==> config.mk <==
export PLATFORM = sky130hd
export DESIGN_NAME = prbs_checker_axis_flat
export DESIGN_NICKNAME = d
export VERILOG_FILES = /design/src/rtl/prbs_checker_axis_if.sv /design/src/rtl/prbs_checker_axis.sv /design/src/flat_wrapper.sv
export SDC_FILE = /design/constraint.sdc
export NUM_CORES = 1
export LEC_CHECK = 0
export CORE_MARGIN = 1
export CORE_UTILIZATION = 50
export CTS_BUF_LIST = sky130_fd_sc_hd__clkbuf_8
export DETAILED_ROUTE_END_ITERATION = 12
export PLACE_DENSITY = 0.87
export SYNTH_ARGS = -nofsm -noshare
export SYNTH_HDL_FRONTEND = slang
export SYNTH_SLANG_ARGS = --single-unit
==> constraint.sdc <==
create_clock -name clk -period 9.35 [get_ports clk]
set_input_delay 0.935 -clock clk [delete_from_list [all_inputs] [get_ports clk]]
set_output_delay 0.935 -clock clk [all_outputs]
set_load 0.1 [all_outputs]
==> src/rtl/prbs_checker_axis_if.sv <==
// Stream bundle for the PRBS checker: received bit stream, parameter writes,
// and the error-count / status outputs.
//
// Handshake: none of these streams has a tready. A tvalid that is high during
// a rising clk edge transfers exactly one beat (one PRBS bit, one parameter
// write, or one checked-bit report); the sink can never stall the source, so
// every tvalid-high cycle is consumed.
interface prbs_checker_axis_if #(
  parameter int AXIS_TDATA_WIDTH = 32
);
  logic [AXIS_TDATA_WIDTH-1:0] S_AXIS_PRBS_tdata;
  logic                        S_AXIS_PRBS_tvalid;
  logic [AXIS_TDATA_WIDTH-1:0] S_AXIS_PARAM_tdata;
  logic                        S_AXIS_PARAM_tvalid;
  logic [AXIS_TDATA_WIDTH-1:0] M_AXIS_ERR_tdata;
  logic                        M_AXIS_ERR_tvalid;
  logic                        locked;
  logic                        bit_err;

  // Driver side: supplies bits and parameter writes, observes results.
  modport master (
    output S_AXIS_PRBS_tdata, S_AXIS_PRBS_tvalid,
    output S_AXIS_PARAM_tdata, S_AXIS_PARAM_tvalid,
    input  M_AXIS_ERR_tdata, M_AXIS_ERR_tvalid, locked, bit_err
  );

  // Checker side.
  modport slave (
    input  S_AXIS_PRBS_tdata, S_AXIS_PRBS_tvalid,
    input  S_AXIS_PARAM_tdata, S_AXIS_PARAM_tvalid,
    output M_AXIS_ERR_tdata, M_AXIS_ERR_tvalid, locked, bit_err
  );
endinterface

==> src/rtl/prbs_checker_axis.sv <==
// PRBS checker: acquires lock on a PRBS7/9/15/23/31 bit stream, then runs a
// free-running reference, counts bit errors and drops lock when too many
// errors land in one evaluation window.
module prbs_checker_axis #(
  parameter int AXIS_TDATA_WIDTH = 32,
  parameter int LOCK_COUNT       = 64,
  parameter int LOSS_WINDOW      = 64,
  parameter int LOSS_THRESH      = 8
) (
  input  logic               clk,
  input  logic               rst_n,
  prbs_checker_axis_if.slave axis,
  output logic               dbg_state
);
  localparam int MW = $clog2(LOCK_COUNT + 1);
  localparam int WW = (LOSS_WINDOW > 1) ? $clog2(LOSS_WINDOW) : 1;
  localparam int EW = $clog2(LOSS_THRESH + 1);
  localparam logic [MW-1:0] LOCK_LAST = MW'(LOCK_COUNT - 1);
  localparam logic [WW-1:0] WIN_LAST  = WW'(LOSS_WINDOW - 1);
  localparam logic [EW-1:0] THRESH    = EW'(LOSS_THRESH);

  typedef enum logic {SEARCH = 1'b0, LOCKED = 1'b1} state_t;

  state_t                      state;
  logic [2:0]                  sel;
  logic [30:0]                 hist;       // hist[k-1] holds the bit k strobes ago
  logic [4:0]                  fill;
  logic [MW-1:0]               match_cnt;
  logic [WW-1:0]               win_cnt;
  logic [EW-1:0]               win_err;
  logic [AXIS_TDATA_WIDTH-1:0] err_cnt;
  logic                        locked_r;
  logic                        bit_err_r;
  logic                        err_tvalid_r;

  logic [4:0]  tap_n;
  logic [4:0]  tap_t;
  logic        sel_valid;
  logic [30:0] hist_mask;
  logic        hist_zero;
  logic        pred;
  logic        rx_bit;
  logic        mismatch;
  logic [EW-1:0] tally_next;
  logic [2:0]  param_sel;
  logic        param_clr;
  logic        unused_tdata;

  assign rx_bit    = axis.S_AXIS_PRBS_tdata[0];
  assign param_sel = axis.S_AXIS_PARAM_tdata[2:0];
  assign param_clr = axis.S_AXIS_PARAM_tdata[8];
  assign unused_tdata = ^{axis.S_AXIS_PRBS_tdata[AXIS_TDATA_WIDTH-1:1],
                          axis.S_AXIS_PARAM_tdata[AXIS_TDATA_WIDTH-1:9],
                          axis.S_AXIS_PARAM_tdata[7:3]};

  // Decode the polynomial select into recurrence taps and derive the prediction.
  always_comb begin
    tap_n     = 5'd7;
    tap_t     = 5'd6;
    sel_valid = 1'b1;
    case (sel)
      3'd0: begin tap_n = 5'd7;  tap_t = 5'd6;  end
      3'd1: begin tap_n = 5'd9;  tap_t = 5'd5;  end
      3'd2: begin tap_n = 5'd15; tap_t = 5'd14; end
      3'd3: begin tap_n = 5'd23; tap_t = 5'd18; end
      3'd4: begin tap_n = 5'd31; tap_t = 5'd28; end
      default: sel_valid = 1'b0;
    endcase
    hist_mask  = 31'h7fff_ffff >> (5'd31 - tap_n);
    hist_zero  = ((hist & hist_mask) == 31'd0);
    pred       = hist[tap_n - 5'd1] ^ hist[tap_t - 5'd1];
    mismatch   = rx_bit ^ pred;
    tally_next = win_err + EW'(mismatch);
  end

  // SEARCH/LOCKED state machine with parameter writes taking priority over bits.
  always_ff @(posedge clk or negedge rst_n) begin
    if (!rst_n) begin
      state        <= SEARCH;
      sel          <= 3'd0;
      hist         <= '0;
      fill         <= '0;
      match_cnt    <= '0;
      win_cnt      <= '0;
      win_err      <= '0;
      err_cnt      <= '0;
      locked_r     <= 1'b0;
      bit_err_r    <= 1'b0;
      err_tvalid_r <= 1'b0;
    end else begin
      bit_err_r    <= 1'b0;
      err_tvalid_r <= 1'b0;
      if (axis.S_AXIS_PARAM_tvalid) begin
        // A concurrent bit strobe is dropped so the new setting starts clean.
        if (param_sel != sel) begin
          sel       <= param_sel;
          state     <= SEARCH;
          locked_r  <= 1'b0;
          hist      <= '0;
          fill      <= '0;
          match_cnt <= '0;
          win_cnt   <= '0;
          win_err   <= '0;
        end
        if (param_clr) err_cnt <= '0;
      end else if (axis.S_AXIS_PRBS_tvalid && sel_valid) begin
        case (state)
          SEARCH: begin
            hist <= {hist[29:0], rx_bit};
            if (fill != tap_n) begin
              fill <= fill + 5'd1;
            end else if (mismatch || hist_zero) begin
              match_cnt <= '0;
            end else if (match_cnt == LOCK_LAST) begin
              state     <= LOCKED;
              locked_r  <= 1'b1;
              match_cnt <= '0;
              win_cnt   <= '0;
              win_err   <= '0;
            end else begin
              match_cnt <= match_cnt + MW'(1);
            end
          end
          LOCKED: begin
            err_tvalid_r <= 1'b1;
            bit_err_r    <= mismatch;
            if (mismatch && (err_cnt != '1)) err_cnt <= err_cnt + AXIS_TDATA_WIDTH'(1);
            if (tally_next == THRESH) begin
              state     <= SEARCH;
              locked_r  <= 1'b0;
              hist      <= '0;
              fill      <= '0;
              match_cnt <= '0;
              win_cnt   <= '0;
              win_err   <= '0;
            end else begin
              // The reference free-runs on its own prediction once locked.
              hist <= {hist[29:0], pred};
              if (win_cnt == WIN_LAST) begin
                win_cnt <= '0;
                win_err <= '0;
              end else begin
                win_cnt <= win_cnt + WW'(1);
                win_err <= tally_next;
              end
            end
          end
          default: state <= SEARCH;
        endcase
      end
    end
  end

  assign axis.M_AXIS_ERR_tdata  = err_cnt;
  assign axis.M_AXIS_ERR_tvalid = err_tvalid_r;
  assign axis.locked            = locked_r;
  assign axis.bit_err           = bit_err_r;
  assign dbg_state              = state;
endmodule

==> src/flat_wrapper.sv <==
// flat-port wrapper written by rule: the top's interface ports become plain ports
module prbs_checker_axis_flat 
#(
  parameter int AXIS_TDATA_WIDTH = 32,
  parameter int LOCK_COUNT       = 64,
  parameter int LOSS_WINDOW      = 64,
  parameter int LOSS_THRESH      = 8
)
  (clk, rst_n, dbg_state, axis_S_AXIS_PRBS_tdata, axis_S_AXIS_PRBS_tvalid, axis_S_AXIS_PARAM_tdata, axis_S_AXIS_PARAM_tvalid, axis_M_AXIS_ERR_tdata, axis_M_AXIS_ERR_tvalid, axis_locked, axis_bit_err);
  prbs_checker_axis_if #(.AXIS_TDATA_WIDTH(AXIS_TDATA_WIDTH)) axis_i ();
  input  logic clk;
  input  logic rst_n;
  output logic dbg_state;
  input wire logic [$bits(axis_i.S_AXIS_PRBS_tdata)-1:0] axis_S_AXIS_PRBS_tdata;
  input wire logic [$bits(axis_i.S_AXIS_PRBS_tvalid)-1:0] axis_S_AXIS_PRBS_tvalid;
  input wire logic [$bits(axis_i.S_AXIS_PARAM_tdata)-1:0] axis_S_AXIS_PARAM_tdata;
  input wire logic [$bits(axis_i.S_AXIS_PARAM_tvalid)-1:0] axis_S_AXIS_PARAM_tvalid;
  output wire logic [$bits(axis_i.M_AXIS_ERR_tdata)-1:0] axis_M_AXIS_ERR_tdata;
  output wire logic [$bits(axis_i.M_AXIS_ERR_tvalid)-1:0] axis_M_AXIS_ERR_tvalid;
  output wire logic [$bits(axis_i.locked)-1:0] axis_locked;
  output wire logic [$bits(axis_i.bit_err)-1:0] axis_bit_err;
  assign axis_i.S_AXIS_PRBS_tdata = axis_S_AXIS_PRBS_tdata;
  assign axis_i.S_AXIS_PRBS_tvalid = axis_S_AXIS_PRBS_tvalid;
  assign axis_i.S_AXIS_PARAM_tdata = axis_S_AXIS_PARAM_tdata;
  assign axis_i.S_AXIS_PARAM_tvalid = axis_S_AXIS_PARAM_tvalid;
  assign axis_M_AXIS_ERR_tdata = axis_i.M_AXIS_ERR_tdata;
  assign axis_M_AXIS_ERR_tvalid = axis_i.M_AXIS_ERR_tvalid;
  assign axis_locked = axis_i.locked;
  assign axis_bit_err = axis_i.bit_err;
  prbs_checker_axis #(.AXIS_TDATA_WIDTH(AXIS_TDATA_WIDTH), .LOCK_COUNT(LOCK_COUNT), .LOSS_WINDOW(LOSS_WINDOW), .LOSS_THRESH(LOSS_THRESH)) u_core (.clk(clk), .rst_n(rst_n), .axis(axis_i), .dbg_state(dbg_state));
endmodule
; ---- After elaboration in Yosys (flattened, before gate mapping)
; Index checks and enable logic that the tools add are counted.
[word_totals]
ramBits = 0
mem_bits_ro = 0
n_memories = 0
regBits = 92
output_inout_bits = 36
input_bits = 68
latchBits = 0
[classes]
n_div = 0
n_lt_le_gt_ge = 2
bitwise_logic = 4
add_sub_neg = 8
n_mul = 0
n_mux = 70
reduce_logical = 16
n_eq_ne = 17
shift = 1
[ops]
columns = op, n
row1 = 32-bit 2-to-1 mux, 5
row2 = 31-bit 2-to-1 mux, 4
row3 = 31-bit one-hot mux with 2 select lines, 1
row4 = 7-bit 2-to-1 mux, 7
row5 = 6-bit 2-to-1 mux, 8
row6 = 5-bit one-hot mux with 4 select lines, 2
row7 = 32-bit by 1-bit adder with 32-bit output (second input constant), 1
row8 = 4-bit 2-to-1 mux, 8
row9 = 32-bit inequality test (second input constant), 1
row10 = 31-bit bitwise AND, 1
row11 = 31-bit logical NOT, 1
row12 = 31-bit by 5-bit right shift with 31-bit output (first input constant), 1
row13 = 5-bit 2-to-1 mux, 5
row14 = 1-bit 2-to-1 mux, 22
row15 = 7-bit one-hot mux with 2 select lines, 1
row16 = 5-bit by 6-bit < comparator with 1-bit output (second input constant), 2
row17 = 6-bit one-hot mux with 2 select lines, 1
row18 = 4-bit AND reduction, 3
row19 = 1-bit binary-select mux with 5-bit select, 2
row20 = 5-bit one-hot mux with 2 select lines, 1
row21 = 5-bit by 1-bit subtractor with 5-bit output (second input constant), 2
row22 = 3-bit inequality test (second input constant), 3
row23 = 4-bit one-hot mux with 2 select lines, 1
row24 = 7-bit by 1-bit adder with 7-bit output (second input constant), 1
row25 = 26 further kinds, 34

; ---- Logic depth before layout (Yosys ltp)
[logic_depth]
ltp_word = 13
ltp_mapped = 20
ltp_nobuf = 16

; ---- Least setup slack after synthesis
; OpenSTA, ideal clock, no wires.
[synth_path]
path_kind = register to register
startpoint = register u_core.sel[2]
endpoint = register u_core.match_cnt[0]
setup_ps = 66
slack_ps = 4746
arrival_time_ps = 4538
period_less_slack_ps = 4604
stages_incl_launch_ff = 19
t_required_ps = 9284
path_cell_list = dfrtp_1 buf_6 or3b_1 buf_2 ha_1 mux2_2 or3_1 o2111ai_1 nor4_1 nand2b_1 buf_2 ha_1 ha_1 or3_1 a211o_1 a21oi_1 nand2_1 nor4_2 mux2_2
[synth_via]
elab_chain_cells = 13
word_cells_on_any_way = 37
classes_between = 4 x add/sub / 10 x eq/ne / 1 x shift / 12 x mux / 3 x bitwise / 7 x reduce/logical
[synth_lines]
columns = element, line
row1 = "start, declared", prbs_checker_axis.sv:25  ; logic [2:0] sel;
row2 = "start signal, assigned", prbs_checker_axis.sv:96  ; sel <= param_sel;
row3 = branches (longest 13 deep; another with 5-bit by 1-bit subtractor with 5-bit output), --
row4 = "end signal, assigned", prbs_checker_axis.sv:121  ; match_cnt <= match_cnt + MW'(1);
row5 = "end, declared", prbs_checker_axis.sv:28  ; logic [MW-1:0] match_cnt;
; Several ways; the timed one is not identified. The select of a mux whose other input is x is not followed.
; A chain may end at the register's enable or synchronous reset.

; ---- Final worst setup path
[layout_path]
startpoint = register u_core.sel[1]
endpoint = register u_core.match_cnt[0]
; The elaborated chain is that of the path after synthesis.

==> results_dict.tcl <==
set metrics [dict create \
    yosysWarnings 0 \
    clkTransAtPathRegs_ns 0.09 \
    fin_crit_sh 0.628 \
    drive_gt1_frac 0.0723 \
    cts_buffers 9 \
    syn_inst 520 \
    maxSlewViolCount 0 \
    cts_setup_buffers 0 \
    synth_area_um2 5030 \
    cts_sinks 92 \
    drtAntennaViolNets 0 \
    crit_fanout 21 \
    synth_edf_count 0 \
    synthTopCellsByArea "dfrtp_1 46%, a22o_1 6.4%, o21ai_0 4.1%, a21oi_1 3.9%, or3_1 3.1%" \
    status "completed" \
    worst_pin_slew_ns 1.28 \
    setup_tns_ns 0 \
    setup_viol 0 \
    postCtsHoldBufs 0 \
    drcViolationCount 0 \
    post-route-min-period_ns 5.87 \
    synth.ff_latch_count 92 \
    yosysSeqAreaShare 0.458 \
    end_kind "flop" \
    drt_iter0_markers 248 \
    synth_top_area_share 0.458 \
    die_y_um 102 \
    cts_max_level 3 \
    viasPerCell 6.30 \
    n_antenna_cell 0 \
    die_w_um 102 \
    clock_skew_ns 0.0128 \
    hpwlAfterDp_um 7890 \
    use_met1 0.305 \
    grt_util_met3 0.0410 \
    hold_path.class "flop to flop" \
    critPathKind "flop to flop" \
    antenna_found_initial 0 \
    reg2reg_depth 15 \
    slew_headroom 0.129 \
    gp_congestion 0.859 \
    dr.pass1.iters 5 \
    start_util 0.514 \
    drv_cap 0 \
    fmax_mhz 170 \
    core.rowCount 36 \
    nets 623 \
    worst_ep_arrival_time_ns 6.17 \
    ys_types 59 \
    critPathRequiredTime_ns 9.65 \
    grt_overflow_total 0 \
    rsz0062_at_grt "false" \
    placed_area_um2 5530 \
    async_flop_share 1.00 \
    start_kind "flop" \
    die-area_um2 10500 \
    worstSkewPairLatency_ns 0.37 \
    p_leak_nw 2.35 \
    grt-busiest-layer "met2" \
    area_growth_pct 15.0 \
    ff2ff_setup_slack_ns 3.48 \
    holdWs_ns 0.494 \
    design.core.area_um2 9770 \
    use_met2 0.398 \
    syn_nets 595 \
    postLayoutCellArea_um2 5780 \
    yosys.area.top_type "dfrtp_1" \
    root_buffer "clkbuf_8" \
    grt_max_degree 56 \
    final-hold-violation-count 0 \
    port_buffers 44 \
    grt_usage 0.239 \
    whs_path_depth 1 \
    cts_resized 0 \
    io-pin-count 104 \
    wl_per_cell_um 16.9 \
    avgSynthCellArea_um2 9.67 \
    clockBufferDepth 2 \
    peakVddDrop_v 0.0000628 \
    grt_pass1_wl_um 19500 \
    routed_wl_um 11600 \
    ys.flop_type "dfrtp_1" \
    tritoncts "yes" \
    powerDensity_nw_per_um2 144 \
    grt_pass1_vias 4220 \
    vias 4322 \
]
## path summary, 6_finish.rpt
| path | from | end |
|---|---|---|
| max | u_core.sel[1] | u_core.match_cnt[0] |
| min | u_core.axis.locked | u_core.axis.locked |
| max reg2reg | u_core.sel[1] | u_core.match_cnt[0] |
| min reg2reg | u_core.axis.locked | u_core.axis.locked |
| max in group asynchronous | rst_n | u_core.match_cnt[6] |
| min in group asynchronous | rst_n | u_core.hist[16] |
## routing by layer
layer  part of all wire  vias up
li1                   -     2030
met1               0.44     2130
met2               0.49      134
met3              0.047       28
met4              0.024        0
met5                  0        -
## Yosys cell counts, types with 2 or more instances
master,instances
dfrtp_1,92
o21ai_0,41
a21oi_1,39
a22o_1,37
or3_1,25
inv_1,22
nand2_1,22
nand3_1,19
or4_1,17
nor2_1,16
nor3_1,15
o31ai_1,15
clkbuf_1,14
nand4_1,11
nor2b_1,10
buf_2,9
mux2_2,8
xnor2_1,8
ha_1,7
nor3b_1,7
nor4_1,7
o211ai_1,6
and2_1,5
nand3b_1,5
or2_2,5
and3_1,4
buf_1,4
mux2i_1,4
o21a_1,4
a211o_1,3
o211a_1,3
o22ai_1,3
a211oi_1,2
a32oi_1,2
buf_4,2
nand2b_1,2
o2111ai_1,2
xor2_1,2
## layout by cell type (no fill, tap or decap), drive strengths merged, types with 9 or more instances in the layout
master         instances
mux2                   9
dfrtp                 92
nand4                 11
a21oi                 40
nand2                 22
o21ai                 41
nor3                  15
clkbuf                10
or4                   17
a22o                  37
nor2                  16
nand3                 19
clkdlybuf4s50         43
or3                   25
nor2b                 10
o31ai                 15
inv                   22
## through the flow
stage	utilization	setup slack (ns)	power, mW	instances
after detailed placement	0.566	3.58	0.515	670
after global placement	0.566	3.77	0.511	670
after global routing	0.592	3.03	0.864	686
after floorplan	-	4.75	0.490	520
after CTS	0.592	3.51	0.838	686
final	0.592	3.48	0.833	686
## flip-flops by register name, indices dropped and copies added (netlist names)
signal and count:
u_core.axis.M_AXIS_ERR_tdata 32, u_core.axis.M_AXIS_ERR_tvalid 1, u_core.axis.bit_err 1, u_core.axis.locked 1, u_core.dbg_state 1, u_core.fill 5, u_core.hist 31, u_core.match_cnt 7
u_core.sel 3, u_core.win_cnt 6, u_core.win_err 4
## cell families after synthesis
| family | count (synthesis) | synth area share |
|---|---|---|
| buffers and inverters | 52 | 0.0441 |
| adders and majority gates | 7 | 0.0174 |
| muxes | 15 | 0.0353 |
| and+or+nand+nor | 177 | 0.205 |
| DFF | 92 | 0.458 |
| AOI/OAI and AO/OA | 167 | 0.223 |
| xor gates and xnor gates | 10 | 0.0174 |
## report_power, final
part | internal (mW) | switching, mW
clock | 0.185 | 0.139
combinational | 0.0337 | 0.0592
sequential | 0.403 | 0.0124
total | 0.622 | 0.211
## critical path, stage by stage, from the launching register on
cell,delay [ns]
dfrtp_1,0.64
or3b_1,0.61
ha_1,0.63
mux4_2,0.59
nand3b_1,0.17
o2111ai_1,0.16
nor4_1,0.12
nand2b_1,0.29
ha_1,0.31
ha_1,0.24
or3_1,0.41
a211o_1,0.33
a21oi_1,0.32
nand2_1,0.23
nor4_2,0.49
mux2_2,0.25
## cell type report
class                   count  area [µm²]
well taps                 133         166
fillers                   824        3990
multi-input cells         376        2520
clock inverters             6         111
flip-flops and latches     92        2300
repair buffers             47         460
inverters                  22        82.6
clock buffers              10         138
Power figures use the tool's default switching activity.
==> patch (config.mk and constraints unchanged) <==
`AXIS_TDATA_WIDTH` is set to 32 in 3 places; all go to 36.
--- a/src/rtl/prbs_checker_axis_if.sv
+++ b/src/rtl/prbs_checker_axis_if.sv
@@ -6,7 +6,7 @@
 // write, or one checked-bit report); the sink can never stall the source, so
 // every tvalid-high cycle is consumed.
 interface prbs_checker_axis_if #(
-  parameter int AXIS_TDATA_WIDTH = 32
+  parameter int AXIS_TDATA_WIDTH = 36
 );
   logic [AXIS_TDATA_WIDTH-1:0] S_AXIS_PRBS_tdata;
   logic                        S_AXIS_PRBS_tvalid;
--- a/src/rtl/prbs_checker_axis.sv
+++ b/src/rtl/prbs_checker_axis.sv
@@ -2,7 +2,7 @@
 // free-running reference, counts bit errors and drops lock when too many
 // errors land in one evaluation window.
 module prbs_checker_axis #(
-  parameter int AXIS_TDATA_WIDTH = 32,
+  parameter int AXIS_TDATA_WIDTH = 36,
   parameter int LOCK_COUNT       = 64,
   parameter int LOSS_WINDOW      = 64,
   parameter int LOSS_THRESH      = 8
--- a/src/flat_wrapper.sv
+++ b/src/flat_wrapper.sv
@@ -1,7 +1,7 @@
 // flat-port wrapper written by rule: the top's interface ports become plain ports
 module prbs_checker_axis_flat 
 #(
-  parameter int AXIS_TDATA_WIDTH = 32,
+  parameter int AXIS_TDATA_WIDTH = 36,
   parameter int LOCK_COUNT       = 64,
   parameter int LOSS_WINDOW      = 64,
   parameter int LOSS_THRESH      = 8
Ports: changed (resized axis_M_AXIS_ERR_tdata, axis_S_AXIS_PARAM_tdata and axis_S_AXIS_PRBS_tdata); port bits go from 104 to 116. The function was not compared with the original's and may differ.
==> patch against the original RTL <==
Total power down 6.1%. Largest power group unchanged. Core utilization grew 0.81 points. Cell area grew 2.8%. Wire length up 7.5%. Global-route usage barely moved. Synthesized area is 3.5% higher. Combinational power decreased by 4.1%. Sequential cell count is 4 higher. Highest routed layer unchanged. Maximum frequency decreased by 3.9%. Die area is 3.4% higher. Worst setup slack worse by 0.24 ns.
==> patch: results (changes against the original RTL) <==
- Number of buffers added by the clock tree synthesis step: 9 (unchanged)
- The share of final-layout standard cells stronger than drive strength 1 was 0.0569 (was 0.0723).
- Post-CTS resize count: 0 (unchanged)
- Number of filler instances in the final layout: 832 (was 824)
* Critical path data arrival time: 6.37 ns (was 6.17 ns)
- The number of global-route vias before repair is 4341 (was 4220).
* HPWL after DPL: 8.53 mm (was 7.89 mm)
* Adder-Cell Fraction of Synth Area: 0.0168 (was 0.0174)
- The master cell of the clock root buffer is sky130_fd_sc_hd__clkbuf_8 (unchanged).
- Outcome: completed (unchanged).
* Number of setup buffers added after CTS: 0 (unchanged)
* Nets: 658 (was 623)
- Worst slew margin relative to its limit: 0.137 (was 0.129)
- The setup slack of the most critical reg-to-reg path came to 3.24 ns (was 3.48 ns).
- Detailed-route wire length per cell: 17.5 um (was 16.9 um)
- Port bufs: 48 (was 44)
- Share of cell area taken by muxes after synthesis: 0.0411 (was 0.0353)
* Number of flip-flops in the largest register: 36 (was 32)
- The latest clock arrival within the worst-skew pair came to 0.37 ns (about the same).
* DRT Pass-1 Iters: 5 (unchanged)
- Global-route total usage across every layer: 0.239 (about the same)
- Total via count after detailed routing: 4547 (was 4322)
- Class of the worst hold path: register to register (unchanged)
* Global-route wire length before repair: 21.1 mm (was 19.5 mm)
* Cell types with the highest counts after synthesis: sky130_fd_sc_hd__dfrtp_1, sky130_fd_sc_hd__nand2_1, sky130_fd_sc_hd__nor2_1 (was sky130_fd_sc_hd__dfrtp_1, sky130_fd_sc_hd__o21ai_0, sky130_fd_sc_hd__a21oi_1)
- The distinct cell type count after synthesis came to 60 (was 59).
- The share of synthesized flip-flops with an asynchronous set or reset came to 1.00 (unchanged).
- The initial antenna violation count was 0 (unchanged).
* Synthesized-area fraction occupied by ao, oa, aoi and oai cells: 0.202 (was 0.223)
- CTS H-tree lvls: 3 (unchanged)
* Setup Skew: 0.0123 ns (was 0.0128 ns)
- The weighted congestion at the end of routability-driven global placement was 0.855 (was 0.859).
* Peak ir drop on the vdd network: 61.7 uV (was 62.8 uV)
- Number of antenna diodes: 0 (unchanged)
- Worst-case clock buffer depth: 2 (unchanged)
* Biggest fanout along the worst timing path: 20 (was 21)
- Yosys warns: 0 (unchanged)
- Mapped Nets: 624 (was 595)
* Drt first-iter violations: 260 (was 248)
* Maximum number of pins on one net before global-route repair: 56 (unchanged)
- The leakage dissipation is 2.52 nW (was 2.35 nW).
* Biggest area contributors in the synthesized netlist: sky130_fd_sc_hd__dfrtp_1, sky130_fd_sc_hd__a22o_1, sky130_fd_sc_hd__nand2_1, sky130_fd_sc_hd__a21oi_1, sky130_fd_sc_hd__o21ai_0 (was sky130_fd_sc_hd__dfrtp_1, sky130_fd_sc_hd__a22o_1, sky130_fd_sc_hd__o21ai_0, sky130_fd_sc_hd__a21oi_1, sky130_fd_sc_hd__or3_1)
- Post-Synth XOR/XNOR Area: 0.0354 (was 0.0174)
* Register clock-pin slew on the reported worst setup and hold paths: 0.09 ns (about the same)
* Proportion of synthesized chip area in sequential cells: 0.462 (was 0.458)
patch: worst paths after layout:
| check | endpoint | startpoint | cells past startpoint |
|---|---|---|---|
| setup / recovery | u_core.match_cnt[2] | u_core.sel[1] | 18 |
| hold / removal | u_core.match_cnt[6] | u_core.match_cnt[6] | 1 |
| setup reg to reg | u_core.match_cnt[2] | u_core.sel[1] | 18 |
| hold reg to reg | u_core.match_cnt[6] | u_core.match_cnt[6] | 1 |
| max in group asynchronous | u_core.axis.M_AXIS_ERR_tdata[12] | rst_n | 2 |
| min in group asynchronous | u_core.hist[11] | rst_n | 1 |
patch: area by class of cell:
| cell class | instances | area (um^2) | share of cell area |
|---|---|---|---|
| clock buffer | 12 | 165 | 0.0278 |
| clock inverter | 4 | 20.0 | 0.00337 |
| inverter | 13 | 48.8 | 0.00821 |
| multi-input combinational | 405 | 2650 | 0.445 |
| sequential | 96 | 2400 | 0.404 |
| tap | 133 | 166 | 0.0280 |
| timing repair buffer | 50 | 493 | 0.0830 |
patch: power by group:
part / switching [W] / leakage (nW) / internal [W]
clock network: 0.000145 / 0.101 / 0.000116
logic: 0.0000580 / 1.09 / 0.0000311
registers: 0.0000118 / 1.33 / 0.000419
patch: worst max-delay path: stages (launching register included):
cell	delay, ns
sky130_fd_sc_hd__dfrtp_1	0.66
sky130_fd_sc_hd__nor3b_4	0.37
sky130_fd_sc_hd__inv_2	0.13
sky130_fd_sc_hd__ha_1	0.54
sky130_fd_sc_hd__mux4_2	0.56
sky130_fd_sc_hd__a22oi_1	0.26
sky130_fd_sc_hd__nand3_1	0.17
sky130_fd_sc_hd__a211oi_2	0.47
sky130_fd_sc_hd__xnor2_1	0.22
sky130_fd_sc_hd__inv_1	0.10
sky130_fd_sc_hd__ha_1	0.23
sky130_fd_sc_hd__ha_1	0.24
sky130_fd_sc_hd__nor3b_1	0.31
sky130_fd_sc_hd__a31oi_1	0.10
sky130_fd_sc_hd__nor3_1	0.52
sky130_fd_sc_hd__nor2_1	0.17
sky130_fd_sc_hd__nor2_1	0.23
sky130_fd_sc_hd__o31ai_1	0.26
sky130_fd_sc_hd__a221o_1	0.43
patch: routing by layer:
metal  vias to the layer above  track usage  part of all wire
li1                       2093            -                 -
met1                      2309        0.317              0.44
met2                       127        0.395              0.50
met3                        18       0.0357             0.049
met4                         0       0.0949             0.016
met5                         -            0                 0
patch: metrics by stage:
stage | instance area [um^2] | hold slack, ns | worst slack [ns] | util | std cells
after global routing | 5940 | 0.512 | 2.76 | 0.600 | 713
after global placement | 5760 | 0.463 | 3.65 | 0.581 | 697
after CTS | 5940 | 0.490 | 3.36 | 0.600 | 713
final | 5940 | 0.486 | 3.24 | 0.600 | 713
after detailed placement | 5760 | 0.469 | 3.38 | 0.581 | 697
after floorplan | 5200 | 0.451 | 4.57 | - | 541
